**src/rtl/tx_ts_responder_if.sv**
```systemverilog
// ---------------------------------------------------------------------------
// tx_ts_responder_if
//
// Request/response bundle of the TX egress timestamp responder.
//   in_ts_req_valid        request strobe, one per packet SOP
//   in_ts_req_fingerprint  request fingerprint
//   in_tod                 time of day in the ts_clk domain
//   out_ts_valid           timestamp response strobe (no backpressure)
//   out_ts_fp              fingerprint of the response
//   out_ts_data            captured timestamp
//
// master: the side issuing requests and consuming responses.
// slave : the responder itself.
// ---------------------------------------------------------------------------
interface tx_ts_responder_if #(
    parameter int TS_FP_WIDTH = 20,
    parameter int TS_WIDTH    = 96
);

    logic                   in_ts_req_valid;
    logic [TS_FP_WIDTH-1:0] in_ts_req_fingerprint;
    logic [TS_WIDTH-1:0]    in_tod;
    logic                   out_ts_valid;
    logic [TS_FP_WIDTH-1:0] out_ts_fp;
    logic [TS_WIDTH-1:0]    out_ts_data;

    modport master (
        output in_ts_req_valid,
        output in_ts_req_fingerprint,
        output in_tod,
        input  out_ts_valid,
        input  out_ts_fp,
        input  out_ts_data
    );

    modport slave (
        input  in_ts_req_valid,
        input  in_ts_req_fingerprint,
        input  in_tod,
        output out_ts_valid,
        output out_ts_fp,
        output out_ts_data
    );

endinterface

```
**src/rtl/tx_ts_responder.sv**
```systemverilog
// ---------------------------------------------------------------------------
// tx_ts_responder
//
// Egress timestamp responder. Each request captures the time of day and is
// held in a small FIFO; exactly EGRESS_LATENCY cycles after the request was
// sampled, the timestamp is returned together with its fingerprint.
// Drop and fingerprint-sequence statistics are kept for CSR readout.
//
// Ports:
//   ts_clk            sole clock
//   ts_rst_n          asynchronous active-low reset
//   ts_if             tx_ts_responder_if.slave (request in, response out);
//                     its widths must match TS_FP_WIDTH / TS_WIDTH
//   stat_clr          synchronous clear of the statistics
//   stat_overflow     sticky, a request was dropped
//   stat_drop_cnt     dropped requests, saturating
//   stat_seq_err_cnt  fingerprint discontinuities, saturating
//   stat_pending      current FIFO occupancy
//
// Build option:
//   TX_TS_SEQ_CHECK_EN  when defined, fingerprint continuity is tracked and
//                       counted; otherwise stat_seq_err_cnt is tied to 0.
// ---------------------------------------------------------------------------
module tx_ts_responder #(
    parameter int TS_FP_WIDTH    = 20,
    parameter int TS_WIDTH       = 96,
    parameter int FIFO_DEPTH     = 16,
    parameter int EGRESS_LATENCY = 8
) (
    input  logic                          ts_clk,
    input  logic                          ts_rst_n,
    tx_ts_responder_if.slave              ts_if,
    input  logic                          stat_clr,
    output logic                          stat_overflow,
    output logic [15:0]                   stat_drop_cnt,
    output logic [15:0]                   stat_seq_err_cnt,
    output logic [$clog2(FIFO_DEPTH):0]   stat_pending
);

    localparam int             AW        = $clog2(FIFO_DEPTH);
    localparam logic [15:0]    AGE_MATCH = 16'(EGRESS_LATENCY - 1);
    localparam logic [AW:0]    DEPTH_CNT = (AW + 1)'(FIFO_DEPTH);
    localparam logic [AW:0]    CNT_ONE   = (AW + 1)'(1);
    localparam logic [AW-1:0]  PTR_ONE   = AW'(1);

    logic [15:0]            cyc;
    logic [AW-1:0]          rd_ptr;
    logic [AW-1:0]          wr_ptr;
    logic [AW:0]            count;

    logic [TS_FP_WIDTH-1:0] fp_mem    [FIFO_DEPTH];
    logic [TS_WIDTH-1:0]    tod_mem   [FIFO_DEPTH];
    logic [15:0]            stamp_mem [FIFO_DEPTH];

    logic [15:0]            head_age;
    logic                   full;
    logic                   pop;
    logic                   push;
    logic                   drop;

    logic                   out_valid_q;
    logic [TS_FP_WIDTH-1:0] out_fp_q;
    logic [TS_WIDTH-1:0]    out_data_q;

    // Entries are stamped with the cycle index they become resident in
    // (cyc after the push edge). The head is released on the edge where its
    // age reaches EGRESS_LATENCY-1, so the registered response appears
    // exactly EGRESS_LATENCY edges after the request was sampled, and
    // EGRESS_LATENCY=1 needs no bypass path. A pop in a full cycle frees the
    // slot for a push on the same edge.
    always_comb begin
        head_age = cyc - stamp_mem[rd_ptr];
        full     = (count == DEPTH_CNT);
        pop      = (count != '0) && (head_age == AGE_MATCH);
        push     = ts_if.in_ts_req_valid && (!full || pop);
        drop     = ts_if.in_ts_req_valid && full && !pop;
    end

    // Payload storage needs no reset: validity is carried by the pointers.
    always_ff @(posedge ts_clk) begin
        if (push) begin
            fp_mem[wr_ptr]    <= ts_if.in_ts_req_fingerprint;
            tod_mem[wr_ptr]   <= ts_if.in_tod;
            stamp_mem[wr_ptr] <= cyc + 16'd1;
        end
    end

    // Cycle counter, FIFO bookkeeping and the registered response.
    always_ff @(posedge ts_clk or negedge ts_rst_n) begin
        if (!ts_rst_n) begin
            cyc         <= '0;
            rd_ptr      <= '0;
            wr_ptr      <= '0;
            count       <= '0;
            out_valid_q <= 1'b0;
            out_fp_q    <= '0;
            out_data_q  <= '0;
        end else begin
            cyc         <= cyc + 16'd1;
            out_valid_q <= pop;
            if (push) begin
                wr_ptr <= wr_ptr + PTR_ONE;
            end
            if (pop) begin
                rd_ptr     <= rd_ptr + PTR_ONE;
                out_fp_q   <= fp_mem[rd_ptr];
                out_data_q <= tod_mem[rd_ptr];
            end
            if (push && !pop) begin
                count <= count + CNT_ONE;
            end else if (pop && !push) begin
                count <= count - CNT_ONE;
            end
        end
    end

    // Drop statistics; a clear in the same cycle as a drop wins.
    always_ff @(posedge ts_clk or negedge ts_rst_n) begin
        if (!ts_rst_n) begin
            stat_overflow <= 1'b0;
            stat_drop_cnt <= '0;
        end else if (stat_clr) begin
            stat_overflow <= 1'b0;
            stat_drop_cnt <= '0;
        end else if (drop) begin
            stat_overflow <= 1'b1;
            if (stat_drop_cnt != 16'hFFFF) begin
                stat_drop_cnt <= stat_drop_cnt + 16'd1;
            end
        end
    end

`ifdef TX_TS_SEQ_CHECK_EN
    localparam logic [TS_FP_WIDTH-1:0] FP_ONE = TS_FP_WIDTH'(1);

    logic                   exp_valid;
    logic [TS_FP_WIDTH-1:0] exp_fp;
    logic                   seq_err;
    logic [15:0]            seq_err_cnt_q;

    assign seq_err = ts_if.in_ts_req_valid && exp_valid &&
                     (ts_if.in_ts_req_fingerprint != exp_fp);

    // The tracker follows every request, dropped or not, so a gap is
    // reported once and the stream then resynchronises. The first request
    // after reset only arms the tracker.
    always_ff @(posedge ts_clk or negedge ts_rst_n) begin
        if (!ts_rst_n) begin
            exp_valid     <= 1'b0;
            exp_fp        <= '0;
            seq_err_cnt_q <= '0;
        end else begin
            if (ts_if.in_ts_req_valid) begin
                exp_valid <= 1'b1;
                exp_fp    <= ts_if.in_ts_req_fingerprint + FP_ONE;
            end
            if (stat_clr) begin
                seq_err_cnt_q <= '0;
            end else if (seq_err && (seq_err_cnt_q != 16'hFFFF)) begin
                seq_err_cnt_q <= seq_err_cnt_q + 16'd1;
            end
        end
    end

    assign stat_seq_err_cnt = seq_err_cnt_q;
`else
    assign stat_seq_err_cnt = '0;
`endif

    assign stat_pending       = count;
    assign ts_if.out_ts_valid = out_valid_q;
    assign ts_if.out_ts_fp    = out_fp_q;
    assign ts_if.out_ts_data  = out_data_q;

endmodule

```
**src/flat_wrapper.sv**
```systemverilog
// flat-port wrapper written by rule: the top's interface ports become plain ports
module tx_ts_responder_flat 
#(
    parameter int TS_FP_WIDTH    = 20,
    parameter int TS_WIDTH       = 96,
    parameter int FIFO_DEPTH     = 16,
    parameter int EGRESS_LATENCY = 8
)
  (ts_clk, ts_rst_n, stat_clr, stat_overflow, stat_drop_cnt, stat_seq_err_cnt, stat_pending, ts_if_in_ts_req_valid, ts_if_in_ts_req_fingerprint, ts_if_in_tod, ts_if_out_ts_valid, ts_if_out_ts_fp, ts_if_out_ts_data);
  tx_ts_responder_if #(.TS_FP_WIDTH(TS_FP_WIDTH), .TS_WIDTH(TS_WIDTH)) ts_if_i ();
  input  logic ts_clk;
  input  logic ts_rst_n;
  input  logic stat_clr;
  output logic stat_overflow;
  output logic [15:0] stat_drop_cnt;
  output logic [15:0] stat_seq_err_cnt;
  output logic [$clog2(FIFO_DEPTH):0] stat_pending;
  input wire logic [$bits(ts_if_i.in_ts_req_valid)-1:0] ts_if_in_ts_req_valid;
  input wire logic [$bits(ts_if_i.in_ts_req_fingerprint)-1:0] ts_if_in_ts_req_fingerprint;
  input wire logic [$bits(ts_if_i.in_tod)-1:0] ts_if_in_tod;
  output wire logic [$bits(ts_if_i.out_ts_valid)-1:0] ts_if_out_ts_valid;
  output wire logic [$bits(ts_if_i.out_ts_fp)-1:0] ts_if_out_ts_fp;
  output wire logic [$bits(ts_if_i.out_ts_data)-1:0] ts_if_out_ts_data;
  assign ts_if_i.in_ts_req_valid = ts_if_in_ts_req_valid;
  assign ts_if_i.in_ts_req_fingerprint = ts_if_in_ts_req_fingerprint;
  assign ts_if_i.in_tod = ts_if_in_tod;
  assign ts_if_out_ts_valid = ts_if_i.out_ts_valid;
  assign ts_if_out_ts_fp = ts_if_i.out_ts_fp;
  assign ts_if_out_ts_data = ts_if_i.out_ts_data;
  tx_ts_responder #(.TS_FP_WIDTH(TS_FP_WIDTH), .TS_WIDTH(TS_WIDTH), .FIFO_DEPTH(FIFO_DEPTH), .EGRESS_LATENCY(EGRESS_LATENCY)) u_core (.ts_clk(ts_clk), .ts_rst_n(ts_rst_n), .ts_if(ts_if_i), .stat_clr(stat_clr), .stat_overflow(stat_overflow), .stat_drop_cnt(stat_drop_cnt), .stat_seq_err_cnt(stat_seq_err_cnt), .stat_pending(stat_pending));
endmodule
```
**config.mk**
```make
export PLATFORM = sky130hd
export DESIGN_NAME = tx_ts_responder_flat
export DESIGN_NICKNAME = d
export VERILOG_FILES = /design/src/rtl/tx_ts_responder_if.sv /design/src/rtl/tx_ts_responder.sv /design/src/flat_wrapper.sv
export SDC_FILE = /design/constraint.sdc
export NUM_CORES = 2
export LEC_CHECK = 0
export ABC_AREA = 1
export CORE_MARGIN = 2
export CORE_UTILIZATION = 61
export DETAILED_ROUTE_END_ITERATION = 10
export PLACE_DENSITY = 0.84
export SYNTH_ARGS = -nofsm -noshare
export SYNTH_HDL_FRONTEND = slang
export SYNTH_SLANG_ARGS = --single-unit
```
**constraint.sdc**
```tcl
create_clock -name ts_clk -period 10.7 [get_ports ts_clk]
set_input_delay 2.14 -clock ts_clk [delete_from_list [all_inputs] [get_ports ts_clk]]
set_output_delay 2.14 -clock ts_clk [all_outputs]
set_load 0.005 [all_outputs]
```
==> impl_results.md <==
* Setup violations, final at 0
* Area contributors post-synth: edfxtp_1, o21ai_0, dfrtp_1
* Worst min-delay path category: flop to flop
* Final period util at 0.746
* Final Hold Vio Count at 0
* Top layer reached by signal wires: met5
* WP data arrival at 8.44 ns
* Count leader, synth: edfxtp_1
* Mapped Cells at 6651
* Number of synthesized register bits at 2275
* Clk_lat worst skew at 0.84 ns
* Cts bufs inserted at 211
* Area delta synth->final at 12.1%
* Complex-gate fraction of the synthesized area at 0.124
* Multi-input gate area in the final layout at 19000 µm²
* Met2 WL at 115 mm
* Tmin final at 7.99 ns
* Synth cell count leaders: edfxtp_1, o21ai_0, nor2_1
* Max cap viols at 0
* Largest family of logic cells by synthesized area: compound AO/OA/AOI/OAI gates
* Max Clock Freq at 0.125 GHz
* Clock sinks at 2275
* Drt via density at 6.72
* First-pass GRT wire length at 350 mm
* Status: complete, no violations
* Worst Setup End Kind: flop
* Via Count at 59400
* Largest net degree at the start of global routing at 261
* Die area at 149000 µm²
* GRT Overall Usage at 0.306
* Slew Limit Fails at 0
* H-tree lvl count at 4
* Storage cell area at 67500 µm²
* Final HPWL DP at 115 mm
* Router iterations before antenna repair at 7
* Initial antenna violation count at 11
* Worst Path Max Fanout at 110
* Routed Antenna Nets at 0
* Number of flops mapped to enable cells by yosys at 2112
* Starting Density at 0.614
* Syn avg cell area at 13.4 µm²
* Area after DPL at 93100 µm²
* WHS at 0.491 ns
* Post-Synth Adder-Cell Area at 0.00424
* Chip Width at 386 µm
* CTS Buffer Depth at 3
* Share of the synthesized area in the top cell type at 0.711
* DRC viols at 0
* CTS tree: built
* Share of cells above drive strength 1 at 0.0605
* Hold_buf cts at 0
* Synth async-reset ratio at 0.0716
* Post-route total power at 0.0192 W
* Ports at 275
* Final Skew at 0.0322 ns
* Synthesized cell area at 89200 µm²
* CP required at 11.15 ns
* Max_slew headroom at 0.111
* CTS resizes at 0
* Post-CTS Setup Bufs at 0
* Most common flop cell mapped by yosys: edfxtp_1
* Setup Crit Path Kind: flop to flop
* Number of global-route vias before repair at 59100
* Synth Area in XOR/XNOR at 0.00285
* P_leak at 34.0 nW
* WL/cell at 26.3 µm
* Crit path launch type: flop
* Setup TNS at 0 ns
* Routed WL at 233 mm
* Clock root buffer: clkbuf_16
* Yosys top cell by area: edfxtp_1
* Syn. warnings at 0
* Clock slew at reported path FFs at 0.06 ns
* Unrepaired setup endpoints after global routing: false
* Metal1 wirelength at 79.4 mm
* Mux cell area share after synthesis at 0
* Library cells used by synthesis at 42
* Gpl congestion at 0.833
* IO buf count at 258
* Die Y at 386 µm
* Post-route cell area at 100000 µm²
* # nets final at 6875
* Slew @ Worst Pin at 1.33 ns
* Peak supply drop at 0.000156 V
* # rows at 140
* Met3 wire length at 26.6 mm
* DRT iter0 DRCs at 9317
* Pwr dens at 192 nW/µm²
* GRT overflow at 0
* Filler cells at 8822
* Sequential fraction of the synthesis area at 0.757
* Synth Area in Simple Gates at 0.0802
* Core area at 145000 µm²
placed cells by master (no fill, tap or decap), types with 20 or more instances in the layout:
cell / instances
clkbuf_8: 20
ha_1: 27
clkbuf_16: 213
clkbuf_1: 61
buf_4: 59
nand4_1: 31
o22ai_1: 175
a32o_1: 41
nor2_1: 1021
inv_1: 219
nand3_1: 305
o21ai_1: 77
o211ai_1: 87
nand2_1: 366
clkdlybuf4s50_1: 257
o221ai_1: 296
edfxtp_1: 2112
xor2_1: 22
o21ai_0: 1051
dfrtp_1: 159
clkinv_1: 36
a21oi_1: 98
clkinv_2: 30
worst max-delay path, stage by stage, from the launching register on:
cell and delay [ns]:
dfrtp_4 0.94, buf_4 0.95, buf_4 0.98, o21ai_0 0.24
o22ai_1 0.20, nand2_1 0.07, nand3_1 0.10, o21ai_0 0.24
ha_1 0.46, a21oi_1 0.27, nand3_1 0.17, nand2_1 0.12
nand2_1 0.06, nand2_1 0.08, nand2_1 0.05, nor2_1 0.14
nand3_1 0.09, nor2_1 0.11, nand2_1 0.12, nand2_1 0.16
nand2_1 0.08, buf_4 0.29, nor2_4 0.84, buf_4 0.64
metrics by stage:
step                worst slack (ns)  std cells   util
floorplan                      0.895       6666      -
global placement                3.09       8430  0.641
global route                    2.29       8837  0.688
detailed placement              2.91       8430  0.641
finish                          2.71       8838  0.688
CTS                             2.88       8831  0.688
area by class of cell:
cell class,count,share of cell area
Multi-Input combinational cell,3681,0.190
Inverter,223,0.00865
Antenna cell,7,0.000175
Tap cell,1917,0.0240
Sequential cell,2275,0.675
Clock buffer,294,0.0583
Clock inverter,107,0.00984
Timing Repair Buffer,334,0.0337
worst paths after layout:
path / start / endpoint / slack [ns] / cells after the start
worst max-delay path: u_core.rd_ptr[0]$_DFFE_PN0N_ / u_core.tod_mem[15][58]$_DFFE_PP_ / 2.71 / 23
worst min-delay path: u_core.ts_if.out_ts_data[32]$_DFFE_PN0N_ / u_core.ts_if.out_ts_data[32]$_DFFE_PN0N_ / 0.49 / 2
worst max register to register: u_core.rd_ptr[0]$_DFFE_PN0N_ / u_core.tod_mem[15][58]$_DFFE_PP_ / 2.71 / 23
worst min register to register: u_core.ts_if.out_ts_data[32]$_DFFE_PN0N_ / u_core.ts_if.out_ts_data[32]$_DFFE_PN0N_ / 0.49 / 2
max in group asynchronous: ts_rst_n / u_core.rd_ptr[2]$_DFFE_PN0N_ / 8.02 / 2
min in group asynchronous: ts_rst_n / u_core.ts_if.out_ts_valid$_DFF_PN0_ / 1.25 / 1
flip-flops by register name (all words and copies together), names as in the netlist:
| name | count |
|---|---|
| u_core.tod_mem | 1536 |
| u_core.fp_mem | 320 |
| u_core.stamp_mem | 256 |
| u_core.ts_if.out_ts_data | 96 |
| u_core.ts_if.out_ts_fp | 20 |
| u_core.cyc | 16 |
| u_core.stat_drop_cnt | 16 |
| u_core.stat_pending | 5 |
| u_core.rd_ptr | 4 |
| u_core.wr_ptr | 4 |
| u_core.stat_overflow | 1 |
| u_core.ts_if.out_ts_valid | 1 |
power breakdown:
part,internal [W],switching [W]
Clock,0.00417,0.00325
Combinational,0.000273,0.000910
Sequential,0.0104,0.000173
cells by family after synthesis:
logic type                 Yosys count
adders and majority gates           29
xor gates and xnor gates            29
AOI/OAI and AO/OA                 1843
other                                1
and+or+nand+nor                   1764
buffers and inverters              710
DFF                               2275
per-layer routing:
metal / vias up / global-route usage
li1: 25000 / -
met1: 28900 / 0.390
met2: 4675 / 0.507
met3: 804 / 0.0535
met4: 6 / 0.157
met5: - / 0
Power figures use the tool's default switching activity.
